File: config.mk
export PLATFORM = sky130hd
export DESIGN_NAME = csr_unit
export DESIGN_NICKNAME = d
export VERILOG_FILES = /design/src/rtl/csr_unit.sv
export SDC_FILE = /design/constraint.sdc
export NUM_CORES = 1
export LEC_CHECK = 0
export ABC_AREA = 1
export BUFFER_PORTS_ARGS = -buffer_cell sky130_fd_sc_hd__buf_2
export CORE_ASPECT_RATIO = 0.6
export CORE_MARGIN = 1.5
export CORE_UTILIZATION = 40
export CTS_BUF_LIST = sky130_fd_sc_hd__clkbuf_8 sky130_fd_sc_hd__clkbuf_16
export CTS_CLUSTER_SIZE = 8
export DETAILED_ROUTE_END_ITERATION = 6
export PLACE_DENSITY = 0.63
export SYNTH_ARGS = -nofsm -noshare
export SYNTH_HDL_FRONTEND = slang
export SYNTH_SLANG_ARGS = --single-unit
File: constraint.sdc
create_clock -name clk_i -period 2.7 [get_ports clk_i]
set_input_delay 0.405 -clock clk_i [delete_from_list [all_inputs] [get_ports clk_i]]
set_output_delay 0.405 -clock clk_i [all_outputs]
set_load 0.02 [all_outputs]
File: src/rtl/csr_unit.sv
// csr_unit: RV32 machine-mode CSR file with clocked writes, mcycle/minstret
// counters, trap entry / MRET sequencing, interrupt pending/enable logic and
// illegal-access detection.
// Optional feature macro: CSR_VECTORED_EN (vectored mtvec mode for interrupts).
module csr_unit #(
    parameter logic [31:0] HART_ID     = 32'd0,
    parameter logic [31:0] MISA_VALUE  = 32'h40000100,
    parameter logic [31:0] MTVEC_RESET = 32'h00000000,
    parameter int unsigned COUNTER_W   = 64
) (
    input  logic        clk_i,
    input  logic        rst_ni,
    input  logic        csr_en_i,
    input  logic [2:0]  funct3_i,
    input  logic [11:0] addr_i,
    input  logic [4:0]  rs1_i,
    input  logic [31:0] wdata_i,
    output logic [31:0] rdata_o,
    output logic        illegal_o,
    input  logic        instret_i,
    input  logic        trap_i,
    input  logic [31:0] trap_cause_i,
    input  logic [31:0] trap_pc_i,
    input  logic [31:0] trap_tval_i,
    input  logic        mret_i,
    input  logic        irq_ext_i,
    input  logic        irq_timer_i,
    input  logic        irq_sw_i,
    output logic        irq_pending_o,
    output logic [31:0] irq_cause_o,
    output logic [31:0] trap_vector_o
);

    localparam logic [11:0] ADDR_MSTATUS   = 12'h300;
    localparam logic [11:0] ADDR_MISA      = 12'h301;
    localparam logic [11:0] ADDR_MIE       = 12'h304;
    localparam logic [11:0] ADDR_MTVEC     = 12'h305;
    localparam logic [11:0] ADDR_MSCRATCH  = 12'h340;
    localparam logic [11:0] ADDR_MEPC      = 12'h341;
    localparam logic [11:0] ADDR_MCAUSE    = 12'h342;
    localparam logic [11:0] ADDR_MTVAL     = 12'h343;
    localparam logic [11:0] ADDR_MIP       = 12'h344;
    localparam logic [11:0] ADDR_MCYCLE    = 12'hB00;
    localparam logic [11:0] ADDR_MINSTRET  = 12'hB02;
    localparam logic [11:0] ADDR_MCYCLEH   = 12'hB80;
    localparam logic [11:0] ADDR_MINSTRETH = 12'hB82;
    localparam logic [11:0] ADDR_MVENDORID = 12'hF11;
    localparam logic [11:0] ADDR_MARCHID   = 12'hF12;
    localparam logic [11:0] ADDR_MIMPID    = 12'hF13;
    localparam logic [11:0] ADDR_MHARTID   = 12'hF14;

    localparam logic [COUNTER_W-1:0] CNT_ONE = {{(COUNTER_W-1){1'b0}}, 1'b1};

    // Architectural state
    logic                 mstatus_mie;
    logic                 mstatus_mpie;
    logic [2:0]           mie_bits;    // {MEIE, MTIE, MSIE}
    logic [2:0]           mip_bits;    // {MEIP, MTIP, MSIP} sampled lines
    logic [31:2]          mtvec_base;
`ifdef CSR_VECTORED_EN
    logic [1:0]           mtvec_mode;
`endif
    logic [31:0]          mscratch;
    logic [31:0]          mepc;
    logic [31:0]          mcause;
    logic [31:0]          mtval;
    logic [COUNTER_W-1:0] mcycle;
    logic [COUNTER_W-1:0] minstret;

    // Decode helpers
    logic [31:0] src;
    logic [31:0] rd_val;
    logic [31:0] new_val;
    logic [31:0] mtvec_rd;
    logic [31:0] cycle_hi;
    logic [31:0] instret_hi;
    logic [31:0] vec_base;
    logic [2:0]  irq_masked;
    logic        supported;
    logic        read_only;
    logic        write_intent;
    logic        illegal;
    logic        do_write;
    logic        wr_cycle_lo;
    logic        wr_cycle_hi;
    logic        wr_instret_lo;
    logic        wr_instret_hi;

    // Upper counter halves, zero-extended above COUNTER_W-1
    always_comb begin
        cycle_hi   = '0;
        instret_hi = '0;
        cycle_hi[COUNTER_W-33:0]   = mcycle[COUNTER_W-1:32];
        instret_hi[COUNTER_W-33:0] = minstret[COUNTER_W-1:32];
    end

`ifdef CSR_VECTORED_EN
    assign mtvec_rd = {mtvec_base, mtvec_mode};
`else
    assign mtvec_rd = {mtvec_base, 2'b00};
`endif

    // Address decode and old-value read mux
    always_comb begin
        supported = 1'b1;
        rd_val    = '0;
        case (addr_i)
            ADDR_MVENDORID, ADDR_MARCHID, ADDR_MIMPID: rd_val = '0;
            ADDR_MHARTID:   rd_val = HART_ID;
            ADDR_MISA:      rd_val = MISA_VALUE;
            ADDR_MSTATUS:   rd_val = {19'b0, 2'b11, 3'b0, mstatus_mpie, 3'b0, mstatus_mie, 3'b0};
            ADDR_MIE:       rd_val = {20'b0, mie_bits[2], 3'b0, mie_bits[1], 3'b0, mie_bits[0], 3'b0};
            ADDR_MTVEC:     rd_val = mtvec_rd;
            ADDR_MSCRATCH:  rd_val = mscratch;
            ADDR_MEPC:      rd_val = mepc;
            ADDR_MCAUSE:    rd_val = mcause;
            ADDR_MTVAL:     rd_val = mtval;
            ADDR_MIP:       rd_val = {20'b0, mip_bits[2], 3'b0, mip_bits[1], 3'b0, mip_bits[0], 3'b0};
            ADDR_MCYCLE:    rd_val = mcycle[31:0];
            ADDR_MCYCLEH:   rd_val = cycle_hi;
            ADDR_MINSTRET:  rd_val = minstret[31:0];
            ADDR_MINSTRETH: rd_val = instret_hi;
            default:        supported = 1'b0;
        endcase
    end

    // Operand selection, write intent, legality and write-back value
    always_comb begin
        src          = funct3_i[2] ? {27'b0, rs1_i} : wdata_i;
        write_intent = (funct3_i[1:0] == 2'b01) ||
                       ((funct3_i[1:0] != 2'b00) && (rs1_i != 5'd0));
        read_only    = (addr_i[11:10] == 2'b11) || (addr_i == ADDR_MISA) || (addr_i == ADDR_MIP);
        illegal      = csr_en_i && (!supported || (write_intent && read_only));
        case (funct3_i[1:0])
            2'b01:   new_val = src;
            2'b10:   new_val = rd_val | src;
            2'b11:   new_val = rd_val & ~src;
            default: new_val = rd_val;
        endcase
        do_write      = csr_en_i && write_intent && !illegal && !trap_i && !mret_i;
        wr_cycle_lo   = do_write && (addr_i == ADDR_MCYCLE);
        wr_cycle_hi   = do_write && (addr_i == ADDR_MCYCLEH);
        wr_instret_lo = do_write && (addr_i == ADDR_MINSTRET);
        wr_instret_hi = do_write && (addr_i == ADDR_MINSTRETH);
    end

    assign illegal_o = illegal;
    assign rdata_o   = (csr_en_i && !illegal) ? rd_val : '0;

    // Interrupt pending and priority encode: ext > sw > timer
    always_comb begin
        irq_masked    = mip_bits & mie_bits;
        irq_pending_o = mstatus_mie && (irq_masked != 3'b000);
        irq_cause_o   = '0;
        if (irq_pending_o) begin
            if (irq_masked[2])      irq_cause_o = {1'b1, 27'b0, 4'd11};
            else if (irq_masked[0]) irq_cause_o = {1'b1, 27'b0, 4'd3};
            else                    irq_cause_o = {1'b1, 27'b0, 4'd7};
        end
    end

    // Next fetch PC for trap entry or MRET
    always_comb begin
        vec_base      = {mtvec_base, 2'b00};
        trap_vector_o = vec_base;
`ifdef CSR_VECTORED_EN
        if (mtvec_mode[0] && trap_cause_i[31])
            trap_vector_o = vec_base + {25'b0, trap_cause_i[4:0], 2'b00};
`endif
        if (mret_i)
            trap_vector_o = mepc;
    end

    // Trap/MRET/CSR-write state updates, trap > mret > write
    always_ff @(posedge clk_i or negedge rst_ni) begin
        if (!rst_ni) begin
            mstatus_mie  <= 1'b0;
            mstatus_mpie <= 1'b0;
            mie_bits     <= '0;
            mtvec_base   <= MTVEC_RESET[31:2];
`ifdef CSR_VECTORED_EN
            mtvec_mode   <= '0;
`endif
            mscratch     <= '0;
            mepc         <= '0;
            mcause       <= '0;
            mtval        <= '0;
        end else if (trap_i) begin
            mepc         <= {trap_pc_i[31:2], 2'b00};
            mcause       <= trap_cause_i;
            mtval        <= trap_tval_i;
            mstatus_mpie <= mstatus_mie;
            mstatus_mie  <= 1'b0;
        end else if (mret_i) begin
            mstatus_mie  <= mstatus_mpie;
            mstatus_mpie <= 1'b1;
        end else if (do_write) begin
            case (addr_i)
                ADDR_MSTATUS: begin
                    mstatus_mie  <= new_val[3];
                    mstatus_mpie <= new_val[7];
                end
                ADDR_MIE:      mie_bits <= {new_val[11], new_val[7], new_val[3]};
                ADDR_MTVEC: begin
                    mtvec_base <= new_val[31:2];
`ifdef CSR_VECTORED_EN
                    // WARL: reserved modes 2'b1x collapse to direct mode
                    mtvec_mode <= new_val[1] ? 2'b00 : new_val[1:0];
`endif
                end
                ADDR_MSCRATCH: mscratch <= new_val;
                ADDR_MEPC:     mepc     <= {new_val[31:2], 2'b00};
                ADDR_MCAUSE:   mcause   <= new_val;
                ADDR_MTVAL:    mtval    <= new_val;
                default: ;
            endcase
        end
    end

    // Counters: a write to either half replaces it and skips that cycle's increment
    always_ff @(posedge clk_i or negedge rst_ni) begin
        if (!rst_ni) begin
            mcycle   <= '0;
            minstret <= '0;
        end else begin
            if (wr_cycle_lo)
                mcycle[31:0] <= new_val;
            else if (wr_cycle_hi)
                mcycle[COUNTER_W-1:32] <= new_val[COUNTER_W-33:0];
            else
                mcycle <= mcycle + CNT_ONE;

            if (wr_instret_lo)
                minstret[31:0] <= new_val;
            else if (wr_instret_hi)
                minstret[COUNTER_W-1:32] <= new_val[COUNTER_W-33:0];
            else if (instret_i)
                minstret <= minstret + CNT_ONE;
        end
    end

    // Interrupt lines sampled once into mip
    always_ff @(posedge clk_i or negedge rst_ni) begin
        if (!rst_ni) mip_bits <= '0;
        else         mip_bits <= {irq_ext_i, irq_timer_i, irq_sw_i};
    end

endmodule

Word level (Yosys, flattened, before mapping)
Cells that the tools add are included.
{ "word_totals": {"register_bits": 294, "inputBits": 157, "out_inout_bits": 98, "wordCells": 124} }
{ "classes": {"addsub": 2, "eq_ne": 24, "muxes": 36, "n_bitwise": 7, "n_reduce_logical": 42} }
{ "op_table": {"columns": ["operator", "n"], "rows": [
  ["32-bit 2-to-1 mux", 22],
  ["32-bit one-hot mux with 13 select lines", 1],
  ["64-bit by 1-bit adder with 64-bit output, second input constant", 2],
  ["12-bit by 10-bit == test with 1-bit output, second input constant", 9],
  ["12-bit == test, second input constant", 8],
  ["32-bit one-hot mux with 3 select lines", 1],
  ["64-bit 2-to-1 mux", 1],
  ["32-bit bitwise AND", 1],
  ["32-bit inverter", 1],
  ["32-bit bitwise OR", 1],
  ["17-bit OR reduction", 1],
  ["2-bit nonzero test", 7],
  ["1-bit logical AND", 13],
  ["4-bit AND reduction", 3],
  ["1-bit 2-to-1 mux", 9],
  ["3-bit AND reduction", 3],
  ["3-bit nonzero test", 3],
  ["2-bit == test, second input constant", 3],
  ["2-bit != test, second input constant", 3],
  ["2-bit AND reduction", 3],
  ["5-bit nonzero test", 1],
  ["1-bit zero test", 4],
  ["1-bit logical OR", 4],
  ["4-bit 2-to-1 mux", 1],
  ["other kinds (4)", 6]
]} }

Logic depth before layout (Yosys ltp)
{ "logic_depth": {"depth_word": 13, "mapped_depth": 18} }

Least setup slack after synthesis
No wires, ideal clock.
{ "synth_path": {"kind": "in2out", "start": "input port addr_i[9]", "end": "output port rdata_o[17]", "t_arrival_ns": 2.005, "required_time_ns": 2.295, "slack_ns": 0.290, "path_stages": 12, "path_cell_list": "nand2_1 nor2_2 buf_2 nand2_4 nor2_4 buf_2 nand2_1 o21ai_0 nor2_1 nand3b_1 inv_1 nor2_1"} }
{ "synth_via": {"elab_chain_cells": 9} }
{ "synth_lines": {"columns": ["element", "line_no", "rtl"], "rows": [
  ["start, declared", "15", "input logic [11:0] addr_i,"],
  ["12-bit by 10-bit == test with 1-bit output (tied with other cells)", "107, 132", null],
  ["17-bit OR reduction (no line) or 1-bit logical OR (tied branches)", null, null],
  ["1-bit 2-to-1 mux or 1-bit logical OR (tied branches)", "107, 132", null],
  ["1-bit zero test or 1-bit logical AND (tied branches)", "133", "illegal = csr_en_i && (!supported || (write_intent && read_only));"],
  ["1-bit logical OR", "133", null],
  ["1-bit logical AND", "133", null],
  ["1-bit zero test", "148", "assign rdata_o = (csr_en_i && !illegal) ? rd_val : '0;"],
  ["1-bit logical AND", "148", null],
  ["32-bit 2-to-1 mux (*)", "148", null],
  ["end, declared", "18", "output logic [31:0] rdata_o,"]
]} }
Mark *: on every way between the ends. The rest lies on a longest branch, timed or not.

Final worst setup path
{ "layout_path": {"start": "input port addr_i[1]", "end": "output port rdata_o[4]"} }
Same word-level chain as after synthesis.

==> impl_metrics.json <==
{
  "clock_latency_ns": 0.57,
  "netlist_top_cells_area": "dfrtp_1 (34%), nand2_1 (26%), nand3_1 (8.1%)",
  "peakVddDrop_uv": 403,
  "maxSlewHeadroom_pct": 50.6,
  "grt_remaining_overflow": 0,
  "combPwrFrac_pct": 14.0,
  "worst_slew_pin_slew_ns": 0.735,
  "area_delta_synth_final_pct": 28.3,
  "cts_made_buffers": 42,
  "slowest_delay_ns": 0.25,
  "pre_cts_ws_ns": -0.228,
  "wl_per_cell_um": 21.4,
  "dr.pass1.iters": 7,
  "hp-class": "primary input to register",
  "violations": "design-rule violations",
  "synth_seq_cells": 292,
  "drive_above_1_share_pct": 19.0,
  "final-max-slew-violation-count": 0,
  "cts.sinks": 292,
  "power_density_nw_per_um2": 408,
  "root_buffer": "clkbuf_16",
  "antenna_found_initial": 0,
  "clockPowerShare_pct": 43.4,
  "yosysMostFrequentCell": "nand2_1",
  "dp_hpwl_um": 76500,
  "grt_util_all_layers_pct": 34.9,
  "grt_pass1_wl_um": 145000,
  "place_congestion": 1.16,
  "cts_buffer_depth": 3,
  "wirelength_um": 99400,
  "max_freq_ghz": 0.373,
  "path_delay_family": "buffers and inverters",
  "die-area_um2": 55300,
  "p_sw_mw": 3.34,
  "syn-cell-area_um2": 21600,
  "startpoint_type": "primary input",
  "slowest_stage": "nor2_1",
  "path_clk_slew_ns": 0.05,
  "synth_top_area_share_pct": 33.9,
  "grt_pass1_vias": 23238,
  "internal_power_mw": 7.94,
  "synthTopCellsByCount": "nand2_1 (1,488), nand3_1 (351), dfrtp_1 (292)",
  "yosysUniqueCellTypes": 38,
  "hold_viol_final": 0,
  "status": "complete, but fails checks",
  "synth_edf_count": 0,
  "setup_ws_ns": 0.0160,
  "fin_crit_ns": 2.68,
  "drv_cap": 0,
  "viasPerCell": 5.58,
  "die_w_um": 303,
  "ys_seq_area_share_pct": 33.9,
  "leakagePower_nw": 14.5,
  "die-height_um": 183,
  "tns_ns": 0,
  "vias": 25879,
  "crit_fanout": 6,
  "required_ns": 2.30,
  "first_iter_violations": 3657,
  "path_cells": "buf_2 > inv_2 > nand2_1 > nor2_4 > buf_4 > inv_1 > nor2_4 > buf_6 > buf_12 > nand2_1 > nand2_1 > nor2_1 > a31oi_2 > buf_4 > buf_4",
  "p_sw_share_pct": 29.6,
  "yosys_warnings": 0,
  "io_pins": 255,
  "crit_path_end_kind": "output pin",
  "cts_tree": "built",
  "min_period_over_period_pct": 99.4,
  "postRouteAntennaNets": 0,
  "pwr-share-seq_pct": 42.7,
  "synth_largest_area_cell": "dfrtp_1",
  "fin_nets": 4094,
  "finalSetupViolCount": 0,
  "core-area_um2": 52900,
  "grt_max_degree": 67,
  "critPathKind": "primary input to output pin",
  "core.rowCount": 65,
  "synth_ff_type": "dfrtp_1",
  "num_antenna_cells": 0,
  "async_reset_ff_share_pct": 100,
  "h-tree-depth": 2,
  "port_buffers": 223,
  "drc": 34,
  "start_util_pct": 40.8,
  "avgSynthCellArea_um2": 6.20,
  "clock_skew_ns": 0.0239,
  "cp.arrival_ns": 2.28,
  "critical_path_buf_inv_count": 8,
  "synthCells": 3475
}
[sequential cells by signal, indices dropped and copies added, names as in the netlist, 3 cells and up]
name	flops
mtvec_base	30
mip_bits	3
mepc	30
mie_bits	3
mcause	32
mcycle	64
mtval	32
mscratch	32
minstret	64
[area by class of cell]
class                   instances  area, um2
flip-flops and latches        292       7310
clock inverters                 4       41.3
repair buffers                588       4650
multi-input cells            2743      12700
inverters                     268       1010
fillers                      5277      25200
clock buffers                  43       1080
well taps                     703        880
[what timing repair did]
item / in CTS / in global routing
gates resized for setup: 33 / 101
hold buffers: 4 / 0
buffers inserted: 3 / 18
gates cloned: 1 / 4
pin swaps: 7 / 29
hold endpoints to repair: 52 / 0
endpoints found under the setup margin: 27 / 42
[per-stage QoR]
step | total power, mW | instances | hold WS [ns] | instance area [um2] | util (%)
after floorplan | 5.61 | 3503 | 0.109 | 21700 | -
after global placement | 6.35 | 4567 | 0.373 | 25800 | 48.8
after detailed placement | 6.37 | 4567 | 0.369 | 25800 | 48.8
after CTS | 11.2 | 4621 | 0.118 | 27100 | 51.3
after global routing | 11.6 | 4641 | 0.142 | 27700 | 52.3
final | 11.3 | 4641 | 0.127 | 27700 | 52.3
[layer usage]
| metal | vias up | track usage (%) | share of wire, % |
|---|---|---|---|
| met5 | - | 0 | 0 |
| met1 | 11949 | 51.1 | 43 |
| li1 | 11942 | - | - |
| met2 | 1771 | 45.8 | 38 |
| met4 | 0 | 12.2 | 3.9 |
| met3 | 217 | 13.2 | 15 |
[power by group through the flow]
| stage | Clock, mW | Combinational [mW] | Sequential (mW) |
|---|---|---|---|
| 6_report | 4.89 | 1.58 | 4.81 |
| 5_1_grt | 5.10 | 1.72 | 4.82 |
| 3_3_place_gp | 0 | 1.48 | 4.86 |
| 2_1_floorplan | 0 | 0.808 | 4.80 |
| 3_5_place_dp | 0 | 1.50 | 4.86 |
| 4_1_cts | 4.90 | 1.52 | 4.79 |
[cell families after synthesis]
kind of cell             share of synthesized area [%]
AO/OA/AOI/OAI                                     5.91
XOR/XNOR                                          5.04
adder cells (fa/ha/maj)                          0.116
buffers and inverters                             9.30
flip-flops                                        33.9
other                                           0.0174
AND/OR/NAND/NOR                                   45.7
[worst register-to-register path: stages (launching register included)]
cell	delay, ns
dfrtp_1	0.53
nand2_1	0.15
nor2_1	0.22
nand2_1	0.10
nor2_1	0.15
nand3_1	0.33
nor4_2	0.51
buf_4	0.21
xor2_1	0.14
nand2_1	0.06
nand2_1	0.07
nand2_1	0.05
nand2_1	0.09
[cell usage in the layout, fill, tap and decap left out, drive strengths merged, types with 46 or more instances in the layout]
cell,instances
nand2,1498
buf,581
nand3,357
dfrtp,292
nor2,286
inv,267
o21ai,168
nand4,107
xor2,103
nor3,68
clkbuf,46
[worst paths after layout]
path	start	end	slack (ns)	depth (start not counted)
worst max-delay path	addr_i[1]	rdata_o[4]	0.02	15
worst min-delay path	trap_cause_i[14]	mcause[14]	0.13	5
worst max register to register	minstret[11]	minstret[55]	0.02	12
worst min register to register	mtvec_base[21]	mtvec_base[21]	0.49	2
max in group asynchronous	rst_ni	mcycle[16]	1.56	3
min in group asynchronous	rst_ni	mcause[12]	0.36	2
(Power assumes the default switching activity.)
